===== src/rtl/mcu_port_responder.sv =====
// Memory-side responder for the cache MCU port: grants the port, forwards
// single-word writes and two-word reads to the backend command channel,
// buffers read words and returns them on a fixed schedule after the ack.
//
// state        | meaning
// -------------+-----------------------------------------------------------
// S_IDLE       | grant follows registered !dma_busy; accept cache request
// S_WR_ISSUE   | write command presented to backend, wait for ready
// S_RD_ISSUE   | read command presented to backend, wait for ready
// S_RD_COLLECT | capture returned read words into the 2-entry buffer
// S_ACK        | single-cycle mem_ack pulse
// S_RD_DELIVER | count RD_LAT from the ack, drive buffer words to the cache
// S_HOLDOFF    | wait for the cache to drop mem_do_act before re-arming
module mcu_port_responder #(
  parameter int RD_LAT = 4  // legal 2..8; cycles from ack to first read word
) (
  input  logic        MCU_CLK,
  input  logic        RST,
  input  logic        dma_busy,
  output logic        dma_mcu_access,
  input  logic        mem_do_act,
  input  logic [31:0] mem_addr,
  input  logic        mem_we,
  input  logic [31:0] mem_dataintomem,
  output logic        mem_ack,
  output logic [31:0] mem_datafrommem,
  output logic        bk_cmd_valid,
  input  logic        bk_cmd_ready,
  output logic        bk_cmd_we,
  output logic [29:0] bk_cmd_addr,
  output logic [31:0] bk_cmd_wdata,
  input  logic        bk_rvalid,
  input  logic [31:0] bk_rdata,
  output logic        proto_err
);

  localparam int         BURST_LEN = 2;
  localparam logic [1:0] LP_LAST   = 2'(BURST_LEN - 1);
  localparam logic [1:0] LP_BURST  = 2'(BURST_LEN);

  typedef enum logic [2:0] {
    S_IDLE, S_WR_ISSUE, S_RD_ISSUE, S_RD_COLLECT, S_ACK, S_RD_DELIVER, S_HOLDOFF
  } state_t;

  state_t      r_state;
  state_t      w_state_nxt;
  logic        r_grant;
  logic [29:0] r_addr;
  logic        r_we;
  logic [31:0] r_wdata;
  logic [31:0] r_buf0;
  logic [31:0] r_buf1;
  logic [1:0]  r_wcnt;
  logic [3:0]  r_cnt;
  logic        r_proto_err;
  logic        w_accept;
  logic        w_capture;
  logic        w_stray;
  logic [1:0]  w_unused_addr_hi;

  assign w_unused_addr_hi = mem_addr[31:30];

  assign w_accept = (r_state == S_IDLE) & mem_do_act & r_grant;

  // A word arriving together with the read command's ready is word 0.
  assign w_capture = bk_rvalid & (r_wcnt < LP_BURST) &
                     (((r_state == S_RD_ISSUE) & bk_cmd_ready) | (r_state == S_RD_COLLECT));
  assign w_stray   = bk_rvalid & ~w_capture;

  // State, request latch, read buffer, delivery down-counter and sticky error.
  always_ff @(posedge MCU_CLK) begin
    if (RST) begin
      r_state     <= S_IDLE;
      r_grant     <= 1'b0;
      r_addr      <= '0;
      r_we        <= 1'b0;
      r_wdata     <= '0;
      r_buf0      <= '0;
      r_buf1      <= '0;
      r_wcnt      <= '0;
      r_cnt       <= '0;
      r_proto_err <= 1'b0;
    end else begin
      r_state <= w_state_nxt;
      r_grant <= ~dma_busy;
      if (w_accept) begin
        r_addr  <= mem_addr[29:0];
        r_we    <= mem_we;
        r_wdata <= mem_dataintomem;
        r_wcnt  <= '0;
      end
      if (w_capture) begin
        if (r_wcnt[0]) r_buf1 <= bk_rdata;
        else           r_buf0 <= bk_rdata;
        r_wcnt <= r_wcnt + 2'd1;
      end
      if (w_stray) r_proto_err <= 1'b1;
      // Loaded at the ack; word 0 goes out when it reaches 1, word 1 at 0.
      if (r_state == S_ACK)
        r_cnt <= 4'(RD_LAT);
      else if ((r_state == S_RD_DELIVER) && (r_cnt != 4'd0))
        r_cnt <= r_cnt - 4'd1;
    end
  end

  // Next-state decode and state-derived outputs.
  always_comb begin
    w_state_nxt     = r_state;
    dma_mcu_access  = 1'b0;
    mem_ack         = 1'b0;
    mem_datafrommem = '0;
    bk_cmd_valid    = 1'b0;
    bk_cmd_we       = 1'b0;
    bk_cmd_addr     = r_addr;
    bk_cmd_wdata    = r_wdata;
    proto_err       = r_proto_err;
    case (r_state)
      S_IDLE: begin
        dma_mcu_access = r_grant;
        if (w_accept) w_state_nxt = mem_we ? S_WR_ISSUE : S_RD_ISSUE;
      end
      S_WR_ISSUE: begin
        bk_cmd_valid = 1'b1;
        bk_cmd_we    = 1'b1;
        if (bk_cmd_ready) w_state_nxt = S_ACK;
      end
      S_RD_ISSUE: begin
        bk_cmd_valid = 1'b1;
        if (bk_cmd_ready) w_state_nxt = S_RD_COLLECT;
      end
      S_RD_COLLECT: begin
        if (w_capture && (r_wcnt == LP_LAST)) w_state_nxt = S_ACK;
      end
      S_ACK: begin
        mem_ack     = 1'b1;
        w_state_nxt = r_we ? S_HOLDOFF : S_RD_DELIVER;
      end
      S_RD_DELIVER: begin
        if (r_cnt == 4'd1) mem_datafrommem = r_buf0;
        if (r_cnt == 4'd0) begin
          mem_datafrommem = r_buf1;
          w_state_nxt     = S_HOLDOFF;
        end
      end
      S_HOLDOFF: begin
        if (!mem_do_act) w_state_nxt = S_IDLE;
      end
      default: w_state_nxt = S_IDLE;
    endcase
  end

endmodule


===== config.mk =====
export PLATFORM = sky130hd
export DESIGN_NAME = mcu_port_responder
export DESIGN_NICKNAME = d
export VERILOG_FILES = /design/src/rtl/mcu_port_responder.sv
export SDC_FILE = /design/constraint.sdc
export NUM_CORES = 1
export LEC_CHECK = 0
export CAP_MARGIN = 20
export CORE_MARGIN = 2
export CORE_UTILIZATION = 45
export DETAILED_ROUTE_END_ITERATION = 10
export DONT_BUFFER_PORTS = 1
export GPL_TIMING_DRIVEN = 1
export SYNTH_ARGS = -nofsm -noshare
export SYNTH_HDL_FRONTEND = slang
export SYNTH_SLANG_ARGS = --single-unit

===== constraint.sdc =====
create_clock -name MCU_CLK -period 2.4 [get_ports MCU_CLK]
set_clock_uncertainty 0.05 [all_clocks]
set_input_delay 0.48 -clock MCU_CLK [delete_from_list [all_inputs] [get_ports MCU_CLK]]
set_output_delay 0.48 -clock MCU_CLK [all_outputs]
set_load 0.005 [all_outputs]

After elaboration in Yosys (flattened, before gate mapping)
Index checks and enable logic that the tools add are counted.
- flip-flop bits (word level): 138
- output and inout port bits: 99
- word-level logic and storage cells: 70
- multiplexer cells: 20
- equality and inequality tests: 14
- bitwise gates (word level): 10
- reduce and logical (&&, ||, !) cells: 12
- add/subtract/negate cells: 2
- order comparisons: 1
- operators by type and width (operator ; count):
    $mux W32 ; 3
    $mux W3 ; 8
    $pmux W3 S7 ; 1
    $eq A3 B3 Y1 const B ; 3
    $mux W2 ; 4
    $ne A2 B2 Y1 const B ; 4
    $and A1 B1 Y1 ; 6
    $eq A3 B2 Y1 const B ; 2
    $reduce_and A6 Y1 ; 1
    $eq A4 B1 Y1 const B ; 1
    $logic_not A4 Y1 ; 1
    $mux W1 ; 4
    $ne A2 B1 Y1 const B ; 2
    $reduce_and A2 Y1 ; 2
    $reduce_bool A2 Y1 ; 2
    $reduce_bool A4 Y1 ; 1
    $reduce_or A2 Y1 ; 2
    $sub A4 B1 Y4 const B ; 1
    $eq A3 B1 Y1 const B ; 1
    $logic_not A3 Y1 ; 1
    $not A1 Y1 ; 3
    $add A2 B1 Y2 const B ; 1
    $eq A2 B1 Y1 const B ; 1
    $logic_and A1 B1 Y1 ; 2
    other kinds (2) ; 2

Longest topological paths before layout
- depth in word-level cells: 7
- gate-level depth with buffers: 7
- mapped depth without buffers: 6

Worst setup path before layout
No wires, ideal clock.
- kind: reg-to-output
- start point: reg r_cnt[0]
- end point: out mem_datafrommem[0]
- setup slack: 334 ps
- cell stages (with the launch flop): 7
- buffers on the path: 1
- arrival time: 1536 ps
- cells stage by stage: dfxtp_1 inv_1 ha_1 nor4b_2 clkbuf_1 a22oi_1 nor2_1
- cells in the longest elaborated chain, start to end: 4
- RTL lines (element ; RTL line ; text):
    start: declaration ; 54 ; logic [3:0] r_cnt;
    start signal: assignment ; 100 ; r_cnt <= 4'(RD_LAT);
    start signal: assignment ; 102 ; r_cnt <= r_cnt - 4'd1;
    $eq A4 B1 Y1 ; 139 ; if (r_cnt == 4'd1) mem_datafrommem = r_buf0;
    $mux W32 ; 139 ;
    $mux W32 (*) ; 140 ; if (r_cnt == 4'd0) begin
    $mux W32 (*) ; 117 ; case (r_state)
    end: declaration ; 26 ; output logic [31:0] mem_datafrommem,
Mark *: on every way between the ends. The rest lies on a longest branch, timed or not.

Final worst setup path
- start point: reg r_cnt[0]
- end point: out mem_datafrommem[14]
Same word-level chain as after synthesis.

==> results.yml <==
synthesis:
  avgSynthCellArea_um2: 8.71
  syn_inst: 637
  ys_types: 45
  async_flop_share_pct: 0
  synth_nets: 743
  ys_ff_latch: 138
  synth_area_mm2: 0.00555
  synth-edff-count: 0
  synth_warnings: 0
  yosysSeqAreaShare_pct: 49.8
  synthFlopType: "dfxtp_1"
drt:
  highest_layer: "met4"
  drtIter0Drc: 225
  route.detailed.drc: 0
  antenna_left: 0
  wl_met2_um: 6680
  dr_wl_met3_um: 1090
  met1_length_um: 5320
  drt_pass1_iterations: 4
  vias_per_cell: 5.46
  wl_per_cell_um: 16.9
  via_count: 4276
  totalWireLength_um: 13200
finish:
  final_util_pct: 53.7
  finalNetCount: 729
  mostFrequentLayoutCells: "dfxtp_1, nand2_1, nor2_1"
  n_antenna_cell: 0
  layout-drive-gt1-share_pct: 14.6
  final_common_cell: "dfxtp_1"
  final_cells: 783
  area_delta_synth_final_pct: 16.3
timing:
  fin_crit_ps: 2350
  relSlewSlack_pct: 59.1
  drv_slew: 0
  grt_setup_unrepaired: "yes"
  fin_tns_setup_ps: 0
  hold_ws_ps: 88.2
  clock.fmax_mhz: 425
  worst-slew-pin-transition_ps: 613
  setup_viol: 0
  post-route-period-util_pct: 98.0
  hold_viol_final: 0
floorplan:
  die_x_um: 115
  num_rows: 40
  die_h_um: 115
  die-area_mm2: 0.0132
  num_io_pins: 202
  initial_core_util_pct: 46.2
  fp.coreArea_mm2: 0.0120
global_routing:
  grt_first_pass_wirelength_um: 20100
  overflow: 0
  grt_pass1_vias: 4137
  track_usage_pct: 19.3
  antenna_found_initial: 0
  grt_max_degree: 139
setup_path:
  critPathMaxFanout: 8
  criticalPathCategory: "flip-flop to primary output"
  start_kind: "flip-flop"
  reg2reg_slack_ps: 330
  cp-end-kind: "primary output"
  critical_path_arrival_ps: 1820
  worstPathRequired_ps: 1870
clock_tree:
  hold_buffers: 0
  cts.clk_slew.worst_paths_ps: 60
  cts_buffers: 17
  clock_tree.htree_level_count: 4
  cts_sinks: 138
  cts_buffer_depth: 2
  clock_latency_ps: 410
  cts_root_buffer: "clkbuf_16"
  cts_tree: "yes"
power:
  p_clk_share_pct: 44.3
  vdd_drop_max_mv: 0.480
  p_leak_nw: 2.35
  p_seq_share_pct: 44.2
  sw_frac_of_total_pct: 26.1
  p_comb_share_pct: 11.5
  power.density_mw_per_mm2: 894
  switchingPower_mw: 1.51
  internal_power_mw: 4.26
job:
  max_cap_violations: 0
outcome:
  status: "completed"
hold_path:
  hp-class: "primary input to flip-flop"
placement:
  io_buffer_count: 0
  gp_congestion: 0.715
  dp.cells: 744
  dp.final_hpwl_um: 8090
[sequential cells by signal (all words and copies together) (netlist names)]
name,cells
r_grant,1
proto_err,1
bk_cmd_addr,30
r_we,1
r_state,3
r_buf0,32
r_cnt,4
r_buf1,32
bk_cmd_wdata,32
r_wcnt,2
[power groups by stage]
stage	sequential (mW)	clock (mW)	combinational, mW
floorplan	2.54	0	0.591
global placement	2.59	0	0.626
detailed placement	2.60	0	0.650
CTS	2.55	2.60	0.657
global route	2.57	2.71	0.741
finish	2.55	2.55	0.666
[cells in the mapped netlist, drive strengths merged (4+ instances only)]
| cell | instances | area share [%] |
|---|---|---|
| dfxtp | 138 | 50 |
| nand2 | 128 | 8.7 |
| nor2 | 108 | 7.4 |
| a21oi | 68 | 6.1 |
| mux2i | 65 | 12 |
| a22oi | 32 | 4.3 |
| clkbuf | 32 | 2.2 |
| buf | 19 | 2.5 |
| inv | 4 | 0.27 |
| nor3b | 4 | 0.83 |
| o21ai | 4 | 0.36 |
[worst paths after layout]
check             start                   to  cells past startpoint
max            r_cnt[0]  mem_datafrommem[14]                      7
min reg2reg        r_we                 r_we                      2
max reg2reg  r_state[2]           r_buf1[31]                      6
min            dma_busy              r_grant                      1
[through the flow]
stage | setup WS [ps] | power, mW | area, um2
after floorplan | 334 | 3.13 | 5550
after global placement | 320 | 3.22 | 5620
after detailed placement | 306 | 3.25 | 5620
after CTS | 3.07 | 5.81 | 6310
after global routing | -36.5 | 6.02 | 6450
final | 46.9 | 5.77 | 6450
[area by class of cell]
class                      instances  area [um2]
fill                            1108        5560
inverter                           4        15.0
sequential                       138        2770
clock buffer                      18         439
clock inverter                    14         146
tap                              147         184
multi-input combinational        444        2640
timing repair buffer              18         262
[critical path: stages (launching register included)]
cell     delay (ps)
dfxtp_2         350
buf_6           100
ha_2            160
nor4b_4         240
buf_6           180
buf_12          140
a22oi_2          80
nor2_2          160
[cell families after synthesis]
| group | share of synthesized area (%) |
|---|---|
| compound gates | 12.1 |
| xor+xnor | 0.316 |
| fa+ha+maj | 0.677 |
| buf+inv | 4.98 |
| flops | 49.8 |
| mux | 11.9 |
| simple gates | 20.2 |
[layer usage]
metal,track usage (%),vias up
met5,0,-
met4,6.75,0
met3,7.49,9
met2,32.9,142
met1,22.1,2023
li1,-,2102
[what timing repair did]
action / 4_1_cts / 5_1_grt
endpoints found under the setup margin: 32 / 32
endpoints found under the hold margin: 0 / 0
resized for setup: 9 / 31
buffers inserted: 3 / 1
cloned: 2 / 1
pin swaps: 4 / 28
Note: power is estimated with default switching activity, not from simulation.
